===== src/rtl/ram_pkg.sv =====
// ram_pkg: shared RAM geometry, read-engine state encoding and burst length type
package ram_pkg;
  localparam int RAM_AWL = 8;
  localparam int RAM_DEPTH = 256;
  typedef enum logic [1:0] {IDLE, READ, DRAIN} rd_state_t;
  typedef logic [RAM_AWL:0] ram_len_t;
endpackage


===== src/rtl/ram_burst_reader.sv =====
// ram_burst_reader: sweeps length words from start_addr (wrapping) out of a 256-deep comb-read RAM via ram_addr/ram_rd_data onto an m_data/m_valid/m_last/m_ready stream, with start command and busy/done status
module ram_burst_reader
  import ram_pkg::*;
#(
  parameter int DWL = 32,
  parameter int AWL = RAM_AWL
) (
  input  logic           clk,
  input  logic           rst,
  input  logic           start,
  input  logic [AWL-1:0] start_addr,
  input  logic [AWL:0]   length,
  output logic           busy,
  output logic           done,
  output logic [AWL-1:0] ram_addr,
  input  logic [DWL-1:0] ram_rd_data,
  output logic [DWL-1:0] m_data,
  output logic           m_valid,
  output logic           m_last,
  input  logic           m_ready
);
  localparam logic [AWL:0] MAX_LEN = {1'b1, {AWL{1'b0}}};
  rd_state_t state, state_nx;
  logic [AWL:0] remaining;
  logic accept, zero, load, fin;
  always_comb begin
    accept = state == IDLE && start && length != '0;
    zero = state == IDLE && start && length == '0;
    load = state == READ && (!m_valid || m_ready);
    fin = state == DRAIN && m_valid && m_ready;
    state_nx = accept ? READ : (load && remaining == (AWL+1)'(1)) ? DRAIN : fin ? IDLE : state;
  end
  assign busy = state != IDLE;
  always_ff @(posedge clk) begin
    if (rst) begin
      state <= IDLE;
      ram_addr <= '0;
      remaining <= '0;
      m_data <= '0;
      m_valid <= 1'b0;
      m_last <= 1'b0;
      done <= 1'b0;
    end else begin
      state <= state_nx;
      done <= zero || fin;
      if (accept) begin
        ram_addr <= start_addr;
        remaining <= length > MAX_LEN ? MAX_LEN : length;
      end
      if (load) begin
        m_data <= ram_rd_data;
        m_valid <= 1'b1;
        m_last <= remaining == (AWL+1)'(1);
        ram_addr <= ram_addr + AWL'(1);
        remaining <= remaining - (AWL+1)'(1);
      end
      if (fin) begin
        m_valid <= 1'b0;
        m_last <= 1'b0;
      end
    end
  end
endmodule

===== config.mk =====
export PLATFORM = sky130hd
export DESIGN_NAME = ram_burst_reader
export DESIGN_NICKNAME = d
export VERILOG_FILES = /design/src/rtl/ram_pkg.sv /design/src/rtl/ram_burst_reader.sv
export SDC_FILE = /design/constraint.sdc
export NUM_CORES = 1
export LEC_CHECK = 0
export CORE_MARGIN = 10
export CORE_UTILIZATION = 44
export CTS_BUF_LIST = sky130_fd_sc_hd__clkbuf_4
export DETAILED_ROUTE_END_ITERATION = 8
export HOLD_SLACK_MARGIN = 0.12
export PLACE_DENSITY = 0.91
export SLEW_MARGIN = 15
export SYNTH_ARGS = -nofsm -noshare
export SYNTH_HDL_FRONTEND = slang
export SYNTH_SLANG_ARGS = --single-unit

===== constraint.sdc =====
create_clock -name clk -period 2.5 [get_ports clk]
set_clock_uncertainty 0.1 [all_clocks]
set_input_delay 0.375 -clock clk [delete_from_list [all_inputs] [get_ports clk]]
set_output_delay 0.375 -clock clk [all_outputs]
set_load 0.05 [all_outputs]

==> results.sh, run 1 <==
export IMPL_drtIter0Drc=193
export IMPL_area_growth_pct=46.26
export IMPL_cts_sinks=54
export IMPL_yosysSeqAreaShare_pct=45.21
export IMPL_critical_path_peak_fanout=7
export IMPL_clk_pin_slew_ps=140
export IMPL_cp_start_kind="flop"
export IMPL_ant_nets=0
export IMPL_antenna_found_initial=0
export IMPL_synth_top_flop_cell="dfxtp_1"
export IMPL_p_leak_uw=0.001275
export IMPL_synth_nets=357
export IMPL_io_buffer_count=96
export IMPL_synth_top_family_by_area="simple AND/OR/NAND/NOR gates"
export IMPL_cts_root_buf="clkbuf_4"
export IMPL_end_kind="output port"
export IMPL_finish_instance_area_um2=3497
export IMPL_cts_inserted_buffers=5
export IMPL_place_congestion=0.8917
export IMPL_worst_pin_slew_ps=524.3
export IMPL_synth_compound_area_share_pct=18.47
export IMPL_ys_types=45
export IMPL_p_per_area_nw_per_um2=610.4
export IMPL_syn_area_um2=2391
export IMPL_start_util_pct=46.23
export IMPL_ir_drop_mv=0.4375
export IMPL_place_area_um2=3415
export IMPL_max_freq_ghz=0.4460
export IMPL_synth_area_mux_share_pct=0.8896
export IMPL_insertion_delay_ps=360
export IMPL_critPathRequiredTime_ps=2030
export IMPL_h_tree_depth=2
export IMPL_die_area_um2=8783
export IMPL_nNetsFinal=449
export IMPL_netlist_top_cells_area="dfxtp_1 45%, nand2_1 13%, a21oi_1 9.0%, clkbuf_1 2.5%, a211oi_1 2.2%"
export IMPL_wl_per_cell_um=15.39
export IMPL_maxCapViolations=0
export IMPL_min_period_ps=2242
export IMPL_report_final_setup_viol=0
export IMPL_first_pass_iters=4
export IMPL_period_share_pct=89.70
export IMPL_grt_use_met1_pct=18.40
export IMPL_rsz0062_at_grt="false"
export IMPL_clockBufferDepth=2
export IMPL_synth_edff_count=0
export IMPL_post_synth_and_or_nand_nor_area_fraction_pct=28.73
export IMPL_final_cell_mix="95 x clkdlybuf4s50_1, 80 x nand2_1, 54 x dfxtp_1"
export IMPL_fp_dieW_um=93.72
export IMPL_route_detailed_drc=0
export IMPL_grt_overflow=0
export IMPL_met3_usage_pct=7.594
export IMPL_met2_usage_pct=27.13
export IMPL_synth_xor_area_share_pct=0.3663
export IMPL_synth_top_area_cell="dfxtp_1"
export IMPL_yosysTopAreaCellShare_pct=45.21
export IMPL_netlist_instances=301
export IMPL_grt_max_degree=36
export IMPL_final_common_cell="clkdlybuf4s50_1"
export IMPL_grt_pass1_wl_um=11920
export IMPL_n_antenna_cell=0
export IMPL_vias_per_cell=5.297
export IMPL_synthAdderAreaFrac_pct=1.570
export IMPL_status="complete, no violations"
export IMPL_cts_tree="yes"
export IMPL_ys_ff_latch=54
export IMPL_dpl_hpwl_um=5515
export IMPL_vias=2458
export IMPL_critPathArrivalTime_ps=1770
export IMPL_core_area_um2=5172
export IMPL_ys_warn_count=0
export IMPL_slew_violations=0
export IMPL_syn_avg_cell_area_um2=7.944
export IMPL_setup_tns_ps=0
export IMPL_grt_pass1_vias=2474
export IMPL_ys_async_sr_fraction_pct=0
export IMPL_nFillCells=436
export IMPL_cts_resized=0
export IMPL_maxSlewHeadroom_pct=64.94
export IMPL_finalWirelength_um=7141
export IMPL_hold_viol_final=0
export IMPL_die_y_um=93.72
export IMPL_hold_buffers=0
export IMPL_worstSetupPathType="reg -> out"
export IMPL_layout_drive_gt1_share_pct=6.599
export IMPL_cts_setup_buffers=0
export IMPL_rows=26
export IMPL_top_usage_layer="met2"
export IMPL_io_pin_count=97
export IMPL_hp_class="in -> reg"
export IMPL_grt_use_total_pct=16.35
==> power by group <==
group          internal, µW  switching (µW)
registers               929            58.6
clock network           234             257
logic                   268             389
==> Yosys cell counts, types with 6 or more instances <==
cell type	count
nor4_1	6
nand3_1	9
clkbuf_1	16
a21oi_1	43
a211oi_1	7
nor2_1	9
nand2_1	80
and3_1	7
nor3_1	7
dfxtp_1	54
inv_1	7
==> stage by stage <==
step	hold slack [ps]	worst slack [ps]	util, %	instances	power [µW]
finish	316.5	257.6	67.61	464	2135
detailed placement	342.4	26.27	66.01	456	1660
global placement	338.5	45.26	66.01	456	1648
global route	298.9	180.6	67.61	464	2245
CTS	296.9	248.2	67.61	464	2151
floorplan	388.0	514.7	-	301	1406
==> path summary, 6_finish.rpt <==
kind | end | cells after the start | slack (ps) | startpoint
hold reg to reg | m_last | 2 | 360 | m_last
setup / recovery | busy | 2 | 260 | state[0]
setup reg to reg | m_data[16] | 5 | 460 | state[0]
hold / removal | m_data[17] | 2 | 320 | rst
==> state kept, by name (all words and copies together), names as in the netlist <==
signal / flops
remaining: 9
ram_addr: 8
done: 1
m_valid: 1
m_data: 32
m_last: 1
state: 2
==> metal layers <==
metal	vias up	part of all wire (%)
li1	1237	-
met4	0	0.52
met5	-	0
met2	74	48
met1	1143	41
met3	4	11
==> cell type report <==
cell class | count | area (µm²) | area share (%)
clock buffers | 7 | 52.55 | 1.503
well taps | 70 | 87.58 | 2.504
clock inverters | 1 | 30.03 | 0.8587
repair buffers | 105 | 1023 | 29.27
flip-flops and latches | 54 | 1081 | 30.91
inverters | 7 | 26.28 | 0.7513
multi-input cells | 220 | 1196 | 34.20
==> worst max-delay path, stage by stage (launching register included) <==
cell and delay [ps]:
dfxtp_1 470, or2_2 150, clkdlybuf4s50_1 790
==> cells by family (layout without fill, tap and decap cells) <==
logic type,Yosys count,after routing
buffers and inverters,27,120
AND/OR/NAND/NOR,144,144
adder cells (fa/ha/maj),3,3
AO/OA/AOI/OAI,70,70
multiplexers,2,2
XOR/XNOR,1,1
flip-flops,54,54
Power figures use the tool's default switching activity.
==> run 2: changes to the inputs <==
PLACE_DENSITY = not set   (was 0.91)
PLACE_DENSITY_LB_ADDON = 0.1   (was not set)
==> run 2 against run 1 <==
Hold slack improved by 47 ps. Combinational power increased by 2%. Utilization increased by 0.46 points. Die area unchanged. Sequential share of layout area decreased by 0.21 points. Register-to-register slack improved by 70 ps. Final cell count increased by 0.43%. Wire length increased by 2.7%. Largest cell class unchanged.
==> results.sh, run 2 (synthesis results as in run 1) <==
export IMPL_startpoint="state[0]"
export IMPL_end_kind="output port"
export IMPL_ir_drop_mv=0.3353
export IMPL_dp_slack_ps=-13.57
export IMPL_whs_ps=363.1
export IMPL_die_area_um2=8783
export IMPL_n_antenna_cell=0
export IMPL_core_area_um2=5172
export IMPL_cts_root_buf="clkbuf_4"
export IMPL_cp_slowest_cell="clkdlybuf4s50_1"
export IMPL_cts_resized=0
export IMPL_grt_pass1_wl_um=11950
export IMPL_slew_violations=0
export IMPL_period_share_pct=90.01
export IMPL_status="complete, no violations"
export IMPL_hold_buffers=0
export IMPL_cts_sinks=54
export IMPL_report_final_setup_viol=0
export IMPL_cts_inserted_buffers=5
export IMPL_layout_drive_gt1_share_pct=6.818
export IMPL_fp_dieW_um=93.72
export IMPL_met1_length_um=2902
export IMPL_rrSetupSlack_ps=530
export IMPL_rsz0062_at_grt="false"
export IMPL_r2r_end="m_data[20]"
export IMPL_layout_setup_ws_ps=249.8
export IMPL_wl_met3_um=796
export IMPL_vias=2507
export IMPL_p_per_area_nw_per_um2=602.4
export IMPL_maxSlewHeadroom_pct=60.48
export IMPL_grt_pass1_vias=2429
export IMPL_grt_use_total_pct=16.60
export IMPL_critPathRequiredTime_ps=2030
export IMPL_r2r_start="state[0]"
export IMPL_top_register="m_data"
export IMPL_worstHoldEndpoint="m_last"
export IMPL_worstSetupPathType="reg -> out"
export IMPL_highest_layer="met4"
export IMPL_io_buffer_count=96
export IMPL_largest_reg_flops=32
export IMPL_cp_start_kind="flop"
export IMPL_hp_class="reg -> reg"
export IMPL_place_congestion=0.8485
export IMPL_maxCapViolations=0
export IMPL_p_leak_uw=0.001285
export IMPL_route_detailed_drc=0
export IMPL_top_regs="m_data (32), remaining (9), ram_addr (8)"
export IMPL_fin_util_pct=68.07
export IMPL_hold_viol_final=0
export IMPL_rr_worst_depth=6
export IMPL_crit_chain="or2_2 -> clkdlybuf4s50_1"
export IMPL_holdPathStages=2
export IMPL_rows=26
export IMPL_insertion_delay_ps=370
export IMPL_grt_overflow=0
export IMPL_start_util_pct=46.23
export IMPL_die_y_um=93.72
export IMPL_min_period_ps=2250
export IMPL_worst_pin_slew_ps=592.8
export IMPL_wl_per_cell_um=15.74
export IMPL_holdCritStartpoint="m_last"
export IMPL_final_common_cell="clkdlybuf4s50_1"
export IMPL_grt_max_degree=33
export IMPL_critical_path_peak_fanout=7
export IMPL_max_freq_ghz=0.4444
export IMPL_ant_nets=0
export IMPL_met2_length_um=3543
export IMPL_final_cell_mix="95 x clkdlybuf4s50_1, 80 x nand2_1, 54 x dfxtp_1"
export IMPL_io_pin_count=97
export IMPL_h_tree_depth=2
export IMPL_first_pass_iters=4
export IMPL_clk_pin_slew_ps=130
export IMPL_cp_slowest_stage_delay_ps=790
export IMPL_finalWirelength_um=7333
export IMPL_cts_tree="yes"
export IMPL_cts_setup_buffers=0
export IMPL_area_growth_pct=47.25
export IMPL_critPathArrivalTime_ps=1780
export IMPL_drtIter0Drc=189
export IMPL_antenna_found_initial=0
export IMPL_vias_per_cell=5.380
export IMPL_clockBufferDepth=2
export IMPL_nNetsFinal=452
export IMPL_dpl_hpwl_um=5504
## run 2: changes by cell type in the layout (fill, tap and decap cells not counted)
cell      previous run  this run
buf_4                9        11
clkbuf_4             7         5
buf_12               0         1
clkinv_1             0         1
## run 2: how the worst max path moves through the flow
stage | end | slack, ps | cells past startpoint
3_5_place_dp | ram_addr[7] | -10 | 5
2_1_floorplan | remaining[4] | 510 | 6
5_1_grt | busy | 170 | 2
6_report | busy | 250 | 2
3_3_place_gp | ram_addr[7] | 20 | 5
4_1_cts | busy | 240 | 2
## run 2: through the flow
stage | setup TNS [ps] | std cells | area, µm² | power, µW
CTS | 0 | 466 | 3521 | 2134
detailed placement | -13.57 | 459 | 3450 | 1672
global placement | 0 | 459 | 3450 | 1662
floorplan | 0 | 301 | 2391 | 1406
finish | 0 | 466 | 3521 | 2121
global route | 0 | 466 | 3521 | 2230
## run 2: layer usage
metal | track usage [%] | vias to the layer above
li1 | - | 1250
met1 | 19.14 | 1158
met4 | 5.443 | 0
met5 | 0 | -
met2 | 26.73 | 91
met3 | 7.514 | 8
## run 2: area by class of cell
type,instances,area (µm²)
repair buffers,108,1059
well taps,70,87.58
clock inverters,2,33.78
fillers,437,1652
clock buffers,5,37.54
multi-input cells,220,1196
flip-flops and latches,54,1081
inverters,7,26.28
## run 2: critical path: cells and delay by family, from the launching register on
kind	cells	cell delay, ps
buf+inv	1	790
simple gates	1	150
flops	1	470
## run 2: report_power, final
group	internal, µW	switching (µW)
logic	276	393
clock network	203	263
registers	929	57.3
total	1410	713
==> run 3: changes to the inputs <==
GPL_ROUTABILITY_DRIVEN = 1   (was not set)
==> results of run 3 <==
The final DEF is identical to that of run 2; final timing and power are the same.
